==> config.mk <==
export PLATFORM = sky130hd
export DESIGN_NAME = cla_addsub_pipe
export DESIGN_NICKNAME = d
export VERILOG_FILES = /design/src/rtl/cla_addsub_pipe.sv
export SDC_FILE = /design/constraint.sdc
export NUM_CORES = 1
export LEC_CHECK = 0
export ABC_AREA = 1
export BUFFER_PORTS_ARGS = -buffer_cell sky130_fd_sc_hd__buf_2
export CORE_AREA = 2 2 125 151
export CTS_BUF_LIST = sky130_fd_sc_hd__clkbuf_8
export CTS_CLUSTER_DIAMETER = 100
export DETAILED_ROUTE_END_ITERATION = 10
export DIE_AREA = 0 0 127 153
export PLACE_DENSITY_LB_ADDON = 0.08
export SYNTH_ARGS = -nofsm -noshare
export SYNTH_HDL_FRONTEND = slang
export SYNTH_SLANG_ARGS = --single-unit
export TNS_END_PERCENT = 20
==> constraint.sdc <==
create_clock -name clk -period 2.3 [get_ports clk]
set_clock_uncertainty 0.1 [all_clocks]
set_input_delay 0.345 -clock clk [delete_from_list [all_inputs] [get_ports clk]]
set_output_delay 0.345 -clock clk [all_outputs]
set_load 0.005 [all_outputs]
==> src/rtl/cla_addsub_pipe.sv <==
// -----------------------------------------------------------------------------
// cla_addsub_pipe
//
// Pipelined adder/subtractor. The operand word is split into STAGES slices of
// WIDTH/STAGES bits. Each slice is a two-level carry-lookahead adder: 4-bit
// (GROUP) lookahead groups whose group generate/propagate feed a slice-level
// lookahead. There is no ripple between groups. Stage k adds slice k using the
// carry registered by stage k-1. The last stage also produces the flags.
//
// Optional feature: define CLA_ADDSUB_SAT_EN to add the 'sat' input. When
// sat=1 and the signed result overflows, sum clamps to the largest positive or
// most negative value.
//
// Handshake: a transfer happens on a rising edge where valid && ready.
// Producers hold data stable while valid && !ready. in_ready combinationally
// depends on out_ready through the stage-advance chain.
//
// Ports:
//   clk, rst_n          clock, asynchronous active-low reset
//   in_valid/in_ready   operand handshake (a, b, sub, cin[, sat])
//   a, b                operands
//   sub                 1 = a + ~b + cin, 0 = a + b + cin
//   cin                 carry in (for subtract, 1 = no borrow)
//   sat                 saturate on signed overflow (CLA_ADDSUB_SAT_EN only)
//   out_valid/out_ready result handshake (sum, cout, ovf, zero)
//   sum                 result modulo 2^WIDTH (or clamped)
//   cout                carry out of the MSB
//   ovf                 two's-complement overflow
//   zero                sum == 0
// -----------------------------------------------------------------------------
module cla_addsub_pipe #(
    parameter int WIDTH  = 32,
    parameter int GROUP  = 4,
    parameter int STAGES = 2
) (
    input  logic             clk,
    input  logic             rst_n,
    input  logic             in_valid,
    output logic             in_ready,
    input  logic [WIDTH-1:0] a,
    input  logic [WIDTH-1:0] b,
    input  logic             sub,
    input  logic             cin,
`ifdef CLA_ADDSUB_SAT_EN
    input  logic             sat,
`endif
    output logic             out_valid,
    input  logic             out_ready,
    output logic [WIDTH-1:0] sum,
    output logic             cout,
    output logic             ovf,
    output logic             zero
);

    localparam int SLICE = WIDTH / STAGES;
    localparam int NGRP  = SLICE / GROUP;

    // Returns {carry into slice MSB, carry out of slice, slice sum}.
    function automatic logic [SLICE+1:0] slice_add(input logic [SLICE-1:0] x,
                                                   input logic [SLICE-1:0] y,
                                                   input logic ci);
        logic [SLICE-1:0] g, p, c;
        logic [NGRP-1:0]  gg, gp;
        logic [NGRP:0]    gc;
        logic             term, t2;
        g = x & y;
        p = x | y;
        // Group generate/propagate.
        for (int j = 0; j < NGRP; j++) begin
            gg[j] = 1'b0;
            gp[j] = 1'b1;
            for (int i = 0; i < GROUP; i++) begin
                term = g[j*GROUP+i];
                for (int k = i + 1; k < GROUP; k++) term = term & p[j*GROUP+k];
                gg[j] = gg[j] | term;
                gp[j] = gp[j] & p[j*GROUP+i];
            end
        end
        // Slice-level lookahead: every group carry is a flat sum of products.
        for (int j = 0; j <= NGRP; j++) begin
            term = ci;
            for (int i = 0; i < j; i++) term = term & gp[i];
            gc[j] = term;
            for (int i = 0; i < j; i++) begin
                term = gg[i];
                for (int k = i + 1; k < j; k++) term = term & gp[k];
                gc[j] = gc[j] | term;
            end
        end
        // Bit carries inside each group from that group's incoming carry.
        for (int j = 0; j < NGRP; j++) begin
            for (int i = 0; i < GROUP; i++) begin
                term = gc[j];
                for (int k = 0; k < i; k++) term = term & p[j*GROUP+k];
                for (int k = 0; k < i; k++) begin
                    t2 = g[j*GROUP+k];
                    for (int m = k + 1; m < i; m++) t2 = t2 & p[j*GROUP+m];
                    term = term | t2;
                end
                c[j*GROUP+i] = term;
            end
        end
        return {c[SLICE-1], gc[NGRP], x ^ y ^ c};
    endfunction

    // Stage registers.
    logic [STAGES-1:0] valid_q;
    logic [WIDTH-1:0]  a_q   [STAGES];
    logic [WIDTH-1:0]  b_q   [STAGES];
    logic [WIDTH-1:0]  res_q [STAGES];
    logic              carry_q [STAGES];
    logic              cout_q, ovf_q, zero_q;

    // Stage inputs: stage 0 takes the ports, stage k takes stage k-1.
    logic [STAGES-1:0] v_src, c_src;
    logic [WIDTH-1:0]  a_src   [STAGES];
    logic [WIDTH-1:0]  b_src   [STAGES];
    logic [WIDTH-1:0]  res_src [STAGES];
    logic [WIDTH-1:0]  res_nxt [STAGES];
    logic [SLICE+1:0]  slice_r [STAGES];
    logic [STAGES-1:0] adv, load;
    logic [WIDTH-1:0]  fin_sum;
    logic              fin_cout, fin_ovf, fin_zero;

`ifdef CLA_ADDSUB_SAT_EN
    logic              sat_q   [STAGES];
    logic [STAGES-1:0] sat_src;
`endif

    for (genvar k = 0; k < STAGES; k++) begin : g_src
        if (k == 0) begin : g_port
            assign v_src[0]   = in_valid;
            assign a_src[0]   = a;
            assign b_src[0]   = sub ? ~b : b;
            assign c_src[0]   = cin;
            assign res_src[0] = '0;
`ifdef CLA_ADDSUB_SAT_EN
            assign sat_src[0] = sat;
`endif
        end else begin : g_reg
            assign v_src[k]   = valid_q[k-1];
            assign a_src[k]   = a_q[k-1];
            assign b_src[k]   = b_q[k-1];
            assign c_src[k]   = carry_q[k-1];
            assign res_src[k] = res_q[k-1];
`ifdef CLA_ADDSUB_SAT_EN
            assign sat_src[k] = sat_q[k-1];
`endif
        end
    end

    always_comb begin
        for (int k = 0; k < STAGES; k++) begin
            slice_r[k] = slice_add(a_src[k][k*SLICE +: SLICE],
                                   b_src[k][k*SLICE +: SLICE], c_src[k]);
            res_nxt[k] = res_src[k];
            res_nxt[k][k*SLICE +: SLICE] = slice_r[k][SLICE-1:0];
        end
    end

    // Flags are resolved from the last slice as it enters the output register.
    always_comb begin
        fin_sum  = res_nxt[STAGES-1];
        fin_cout = slice_r[STAGES-1][SLICE];
        fin_ovf  = slice_r[STAGES-1][SLICE] ^ slice_r[STAGES-1][SLICE+1];
`ifdef CLA_ADDSUB_SAT_EN
        // On overflow both operands share a sign, which is the true sign.
        if (sat_src[STAGES-1] && fin_ovf) begin
            fin_sum = a_src[STAGES-1][WIDTH-1] ? {1'b1, {(WIDTH-1){1'b0}}}
                                               : {1'b0, {(WIDTH-1){1'b1}}};
        end
`endif
        fin_zero = (fin_sum == '0);
    end

    // Stage k empties this cycle if any later stage has a hole (bubbles
    // collapse) or the consumer takes the result. Written flat to avoid a
    // combinational chain over adv itself.
    always_comb begin
        for (int k = 0; k < STAGES; k++) begin
            logic full;
            full = 1'b1;
            for (int j = k + 1; j < STAGES; j++) full = full & valid_q[j];
            if (k == STAGES - 1) full = valid_q[k];
            adv[k]  = out_ready || !full;
            load[k] = !valid_q[k] || adv[k];
        end
    end

    assign in_ready = load[0];

    always_ff @(posedge clk or negedge rst_n) begin
        if (!rst_n) begin
            valid_q <= '0;
            for (int k = 0; k < STAGES; k++) begin
                a_q[k]     <= '0;
                b_q[k]     <= '0;
                res_q[k]   <= '0;
                carry_q[k] <= 1'b0;
`ifdef CLA_ADDSUB_SAT_EN
                sat_q[k]   <= 1'b0;
`endif
            end
            cout_q <= 1'b0;
            ovf_q  <= 1'b0;
            zero_q <= 1'b0;
        end else begin
            for (int k = 0; k < STAGES; k++) begin
                if (load[k]) begin
                    valid_q[k] <= v_src[k];
                    if (v_src[k]) begin
                        a_q[k]     <= a_src[k];
                        b_q[k]     <= b_src[k];
                        res_q[k]   <= (k == STAGES - 1) ? fin_sum : res_nxt[k];
                        carry_q[k] <= slice_r[k][SLICE];
`ifdef CLA_ADDSUB_SAT_EN
                        sat_q[k]   <= sat_src[k];
`endif
                    end
                end
            end
            if (load[STAGES-1] && v_src[STAGES-1]) begin
                cout_q <= fin_cout;
                ovf_q  <= fin_ovf;
                zero_q <= fin_zero;
            end
        end
    end

    assign out_valid = valid_q[STAGES-1];
    assign sum       = res_q[STAGES-1];
    assign cout      = cout_q;
    assign ovf       = ovf_q;
    assign zero      = zero_q;

endmodule

* After elaboration in Yosys (flattened, before gate mapping)
Cells that the tools add are included.
Widths: inputs -> output; s select.
** Word-level totals
- Output and inout bits :: 37
- Flip-flop bits (word level) :: 118
** Cells by class
- Multiplexer cells :: 1
- Bitwise gates (word level) :: 218
- Reduce and logical (&&, ||, !) cells :: 9
** Operators by type and width (count)
- $and 1x1->1 :: 116
- $or 1x1->1 :: 92
- $xor 16x16->16 :: 4
- $and 16x16->16 :: 2
- $logic_not 32->1 :: 1
- $mux 32 :: 1
- $not 32->32 :: 1
- $or 16x16->16 :: 2
- $reduce_and 2->1 :: 2
- $logic_or 1x1->1 :: 3
- $logic_not 1->1 :: 2
- $logic_and 1x1->1 :: 1
- $xor 1x1->1 :: 1

* Logic depth before layout (Yosys ltp)
- Word-level depth :: 21
- Gate-level depth with buffers :: 20
- Mapped depth without buffers :: 20

* Least setup slack after synthesis
No wires, ideal clock.
- Path kind :: in2reg
- From :: input port sub
- To :: register res_q (netlist bit fin_sum[5])
- Slack :: -341 ps
- Data required time :: 2117 ps
- Arrival time :: 2458 ps
- Library setup time :: 83 ps
- Cell stages on the path :: 14
- Cell sequence :: clkbuf_1 -> buf_2 -> xor2_1 -> inv_1 -> ha_1 -> inv_2 -> nand3b_1 -> nand3b_1 -> a21oi_1 -> o21ai_1 -> inv_1 -> fa_1 -> xor2_1 -> o21ai_0
** Between the ends
- Cells in the longest elaborated chain, start to end :: 12
- Elaborated cells between the ends (all ways) :: 21
- Those cells by class :: 1 x mux; 20 x bitwise
** Ends and longest elaborated chain
- from (decl) :: line 42 : input logic sub,
- $mux 32 * :: line 134 : assign b_src[0] = sub ? ~b : b;
- $and 16x16->16 / $or 16x16->16 (equally long branches) :: line 66, 67
- $and 1x1->1 (3 in series) :: line 74 : for (int k = i + 1; k < GROUP; k++) term = term & p[j*GROUP+k];
- $or 1x1->1 (3 in series) :: line 75 : gg[j] = gg[j] | term;
- $or 1x1->1 :: line 87 : gc[j] = gc[j] | term;
- $and 1x1->1 :: line 94 : for (int k = 0; k < i; k++) term = term & p[j*GROUP+k];
- $or 1x1->1 :: line 98 : term = term | t2;
- $xor 16x16->16 * :: line 103 : return {c[SLICE-1], gc[NGRP], x ^ y ^ c};
- to (signal, indexed assignment) :: line 214 : res_q[k] <= (k == STAGES - 1) ? fin_sum : res_nxt[k];
- to (decl) :: line 110 : logic [WIDTH-1:0] res_q [STAGES];
Mark *: on every way between the ends. The rest lies on a longest branch, timed or not.
A chain may end at the register's enable or synchronous reset.

* Worst setup path after layout
- From :: register a_q[56] in the netlist's numbering
- To :: register zero_q, in the netlist zero
** Between the ends
- Elaborated cells between the ends (all ways) :: 38
- Those cells by class :: 37 x bitwise; 1 x reduce/logical
** RTL lines
- from (decl) :: line 108 : logic [WIDTH-1:0] a_q [STAGES];
- from (signal, indexed assignment) :: line 212 : a_q[k] <= a_src[k];
- $or 16x16->16 / $and 16x16->16 (equally long branches) :: line 67, 66
- $and 1x1->1 (on tied branches) (3 in series) :: line 76, 74
- $and 1x1->1, or another cell as far along :: line 82 : for (int i = 0; i < j; i++) term = term & gp[i];
- $or 1x1->1 (on tied branches) (2 in series) :: line 87, 75
- $or 1x1->1 * :: line 87
- $xor 16x16->16 * :: line 103
- net fin_sum[28] :: line 122 : logic [WIDTH-1:0] fin_sum;
- $logic_not 32->1 * :: line 173 : fin_zero = (fin_sum == '0);
- to (signal assigned) :: line 225 : zero_q <= fin_zero;
- to (decl) :: line 112 : logic cout_q, ovf_q, zero_q;
The timed path passes the listed nets; every way through them passes the cells marked *.

==> flow_summary.yaml <==
run_status:
  status: "finished with violations"
  failed_checks: "setup timing"
place:
  port-buffer-count: 106
  dpl.hpwl_mm: 11.0
  gp_congestion: 0.798
logic_synthesis:
  synth_top_area_share_pct: 37.9
  syn_nets: 836
  ys_top_cells_by_area: "dfrtp_1, ha_1, nand2_1, inv_1, xnor2_1"
  avgSynthCellArea_um2: 8.18
  async_flop_share_pct: 100
  syn-instance-count: 694
  synth.distinct_cells: 31
  synth_seq_cells: 86
  synth_edf_count: 0
  yosysSeqAreaShare_pct: 37.9
  synth.cell_area_mm2: 0.00568
  ys.flop_type: "dfrtp_1"
  yosysWarnings: 0
  yosys.area.top_type: "dfrtp_1"
layout:
  syn_to_final_growth_pct: 26.7
  multi_input_area_mm2: 0.00302
  final_core_util_pct: 40.0
  seq_area_mm2: 0.00215
  num_antenna_cells: 0
  finalNetCount: 995
  fillers: 1908
  drive_gt1_share_pct: 26.8
sta:
  setup_viol: 1
  timing.fmax_ghz: 0.368
  finalCritPeriodShare_pct: 118
  rsz0062_at_grt: "yes"
  final.setup.worst_slack_ns: -0.421
  hold_viol_final: 0
  max_slew_margin_pct: 62.2
  min_period_ns: 2.72
  whs_ns: 0.0819
  worst_slew_pin_slew_ns: 0.564
  slew_viol_final: 0
floorplanning:
  die_area_mm2: 0.0194
  core_mm2: 0.0180
  pin_count: 107
  die_x_um: 127
  initial_core_util_pct: 31.6
  fp.dieH_um: 153
  rows: 54
worst_setup_path:
  critPathKind: "register to register"
  worstPathArrival_ns: 2.93
  startpoint_type: "register"
  critPathMaxFanout: 3
  cp.required_ns: 2.51
  end_kind: "register"
power:
  p_leak_nw: 3.89
  p_sw_share_pct: 36.9
  power_frac_clock_pct: 20.2
  p_per_area_mw_per_mm2: 808
  ir_worst_vdd_mv: 0.282
  internal-power_w: 0.00366
  p_sw_w: 0.00215
  seq_power_share_pct: 38.5
  power_frac_comb_pct: 41.3
clocking:
  cts_tree: "done"
  htreeDepth: 3
  insertion_delay_ns: 0.37
  cts_made_buffers: 9
  cts.sinks: 86
  clkSlewWorstSetupHoldPaths_ns: 0.09
  cts-root-buf: "clkbuf_8"
  clock_path_buffers: 2
detailed_routing:
  ant_nets: 0
  route.detailed.drc: 0
  vias_per_cell: 4.31
  first_pass_iters: 4
  vias: 4660
  drt_iter0_markers: 157
  wire_per_inst_um: 12.8
  drt-total-wl_mm: 13.8
grt:
  grtUsageTotal_pct: 15.0
  grt_overflow: 0
  busiest_layer: "met2"
  grt_pass1_wl_mm: 23.2
  first_global_vias: 4755
  antenna_found_initial: 1
  grtUsageMet3_pct: 2.94
  gr-usage-met2_pct: 26.2
  grt_max_degree: 61
  met1_usage_pct: 18.5
min_path:
  hp-class: "primary input to register"
run:
  cap_violations: 0
final cells by class:
type	instances	area share [%]
clock buffers	9	1.72
clock inverters	7	1.23
well taps	224	3.89
multi-input cells	453	41.9
flip-flops and latches	86	29.9
inverters	135	7.04
repair buffers	168	14.3
metal layers:
metal	up-vias	wire [um]
li1	2439	-
met1	2116	6160
met2	89	6820
met3	14	630
met4	2	216
met5	-	13
cells in the mapped netlist (3+ instances only):
master and instances:
nand4_1 9, nor2_1 22, inv_2 8, nand2_1 166, a21oi_1 4, o21ai_1 4
clkbuf_1 15, ha_1 64, nor3_1 3, o21ai_0 62, inv_1 126, a31oi_1 4
buf_2 5, nand3_1 26, nand2_2 9, xor2_1 10, fa_1 8, xnor2_1 38
nand3_2 4, dfrtp_1 86, nand3b_1 8
timing repair:
action / in CTS / in global routing
pin swaps: 2 / 3
endpoints found under the hold margin: 36 / 0
resized for setup: 10 / 6
setup buffers: 0 / 2
setup endpoints to repair: 2 / 7
hold buffers: 1 / 0
stage by stage:
stage               std cells  worst slack [ns]  cell area [um2]  TNS, ns  power, W
floorplan                 694            -0.141             5720   -0.405   0.00358
global placement         1063            -0.835             6900    -3.49   0.00464
detailed placement       1063            -0.832             6900    -4.08   0.00467
CTS                      1080            -0.454             7160   -0.454   0.00592
global route             1082            -0.593             7200   -0.687   0.00635
finish                   1082            -0.421             7200   -0.421   0.00581
logic make-up (layout without fill, tap and decap cells):
group	count (synthesis)	after routing	synth area share (%)
adders and majority gates	72	72	16.9
buffers and inverters	155	319	10.4
AOI/OAI and AO/OA	77	77	7.05
xor gates and xnor gates	48	48	7.40
DFF	86	86	37.9
and+or+nand+nor	256	256	20.4
sequential cells by signal, summed over array words and instances, names as in the netlist:
| register | count |
|---|---|
| cout | 1 |
| ovf | 1 |
| zero | 1 |
| valid_q | 2 |
| fin_sum | 16 |
| c_src | 1 |
| a_q | 16 |
| b_q | 16 |
| sum | 32 |
cell usage in the layout (no fill, tap or decap), types with 2 or more instances in the layout:
master     count
a21oi_2        3
o21ai_0       62
buf_12         2
o21ai_1        4
buf_2        104
a21oi_1        3
xnor2_1       37
ha_1          60
inv_1        127
nand3b_1       8
bufinv_16      2
fa_1           4
inv_2          9
nand2_1      165
ha_2           4
nand4_1        9
a31oi_1        4
buf_4         61
nor4_4         2
nor2_2         6
fa_2           4
nor3_1         3
nor2_1        17
xor2_1         9
nand4_2        2
clkbuf_8       9
nand3_1       26
nand3_2        4
nand2_2       10
dfrtp_1       86
power groups by stage:
stage | registers [W] | clock network (W) | logic, W
3_5_place_dp | 0.00227 | 0 | 0.00241
5_1_grt | 0.00230 | 0.00130 | 0.00276
2_1_floorplan | 0.00224 | 0 | 0.00134
4_1_cts | 0.00225 | 0.00123 | 0.00245
6_report | 0.00224 | 0.00118 | 0.00240
3_3_place_gp | 0.00225 | 0 | 0.00239
critical path, stage by stage, from the launching register on:
cell and delay (ns):
dfrtp_1 0.39, inv_1 0.07, ha_2 0.18, or2_4 0.24
nor3_4 0.16, nand3_1 0.11, nand4_2 0.14, fa_2 0.49
nor4_4 0.22, nand4_1 0.13, nor2_1 0.11, nand2_1 0.07
nor2_2 0.13, nand3_1 0.08, nand2_1 0.06
worst paths after layout:
check | startpoint | to | slack [ns] | cells past startpoint
min in group asynchronous | rst_n | a_q[59] | 0.40 | 2
worst min register to register | sum[26] | sum[26] | 0.38 | 2
worst min-delay path | a[21] | a_q[53] | 0.08 | 3
worst max register to register | a_q[56] | zero | -0.42 | 14
worst max-delay path | a_q[56] | zero | -0.42 | 14
max in group asynchronous | rst_n | fin_sum[6] | 1.10 | 3
(Power assumes the default switching activity.)
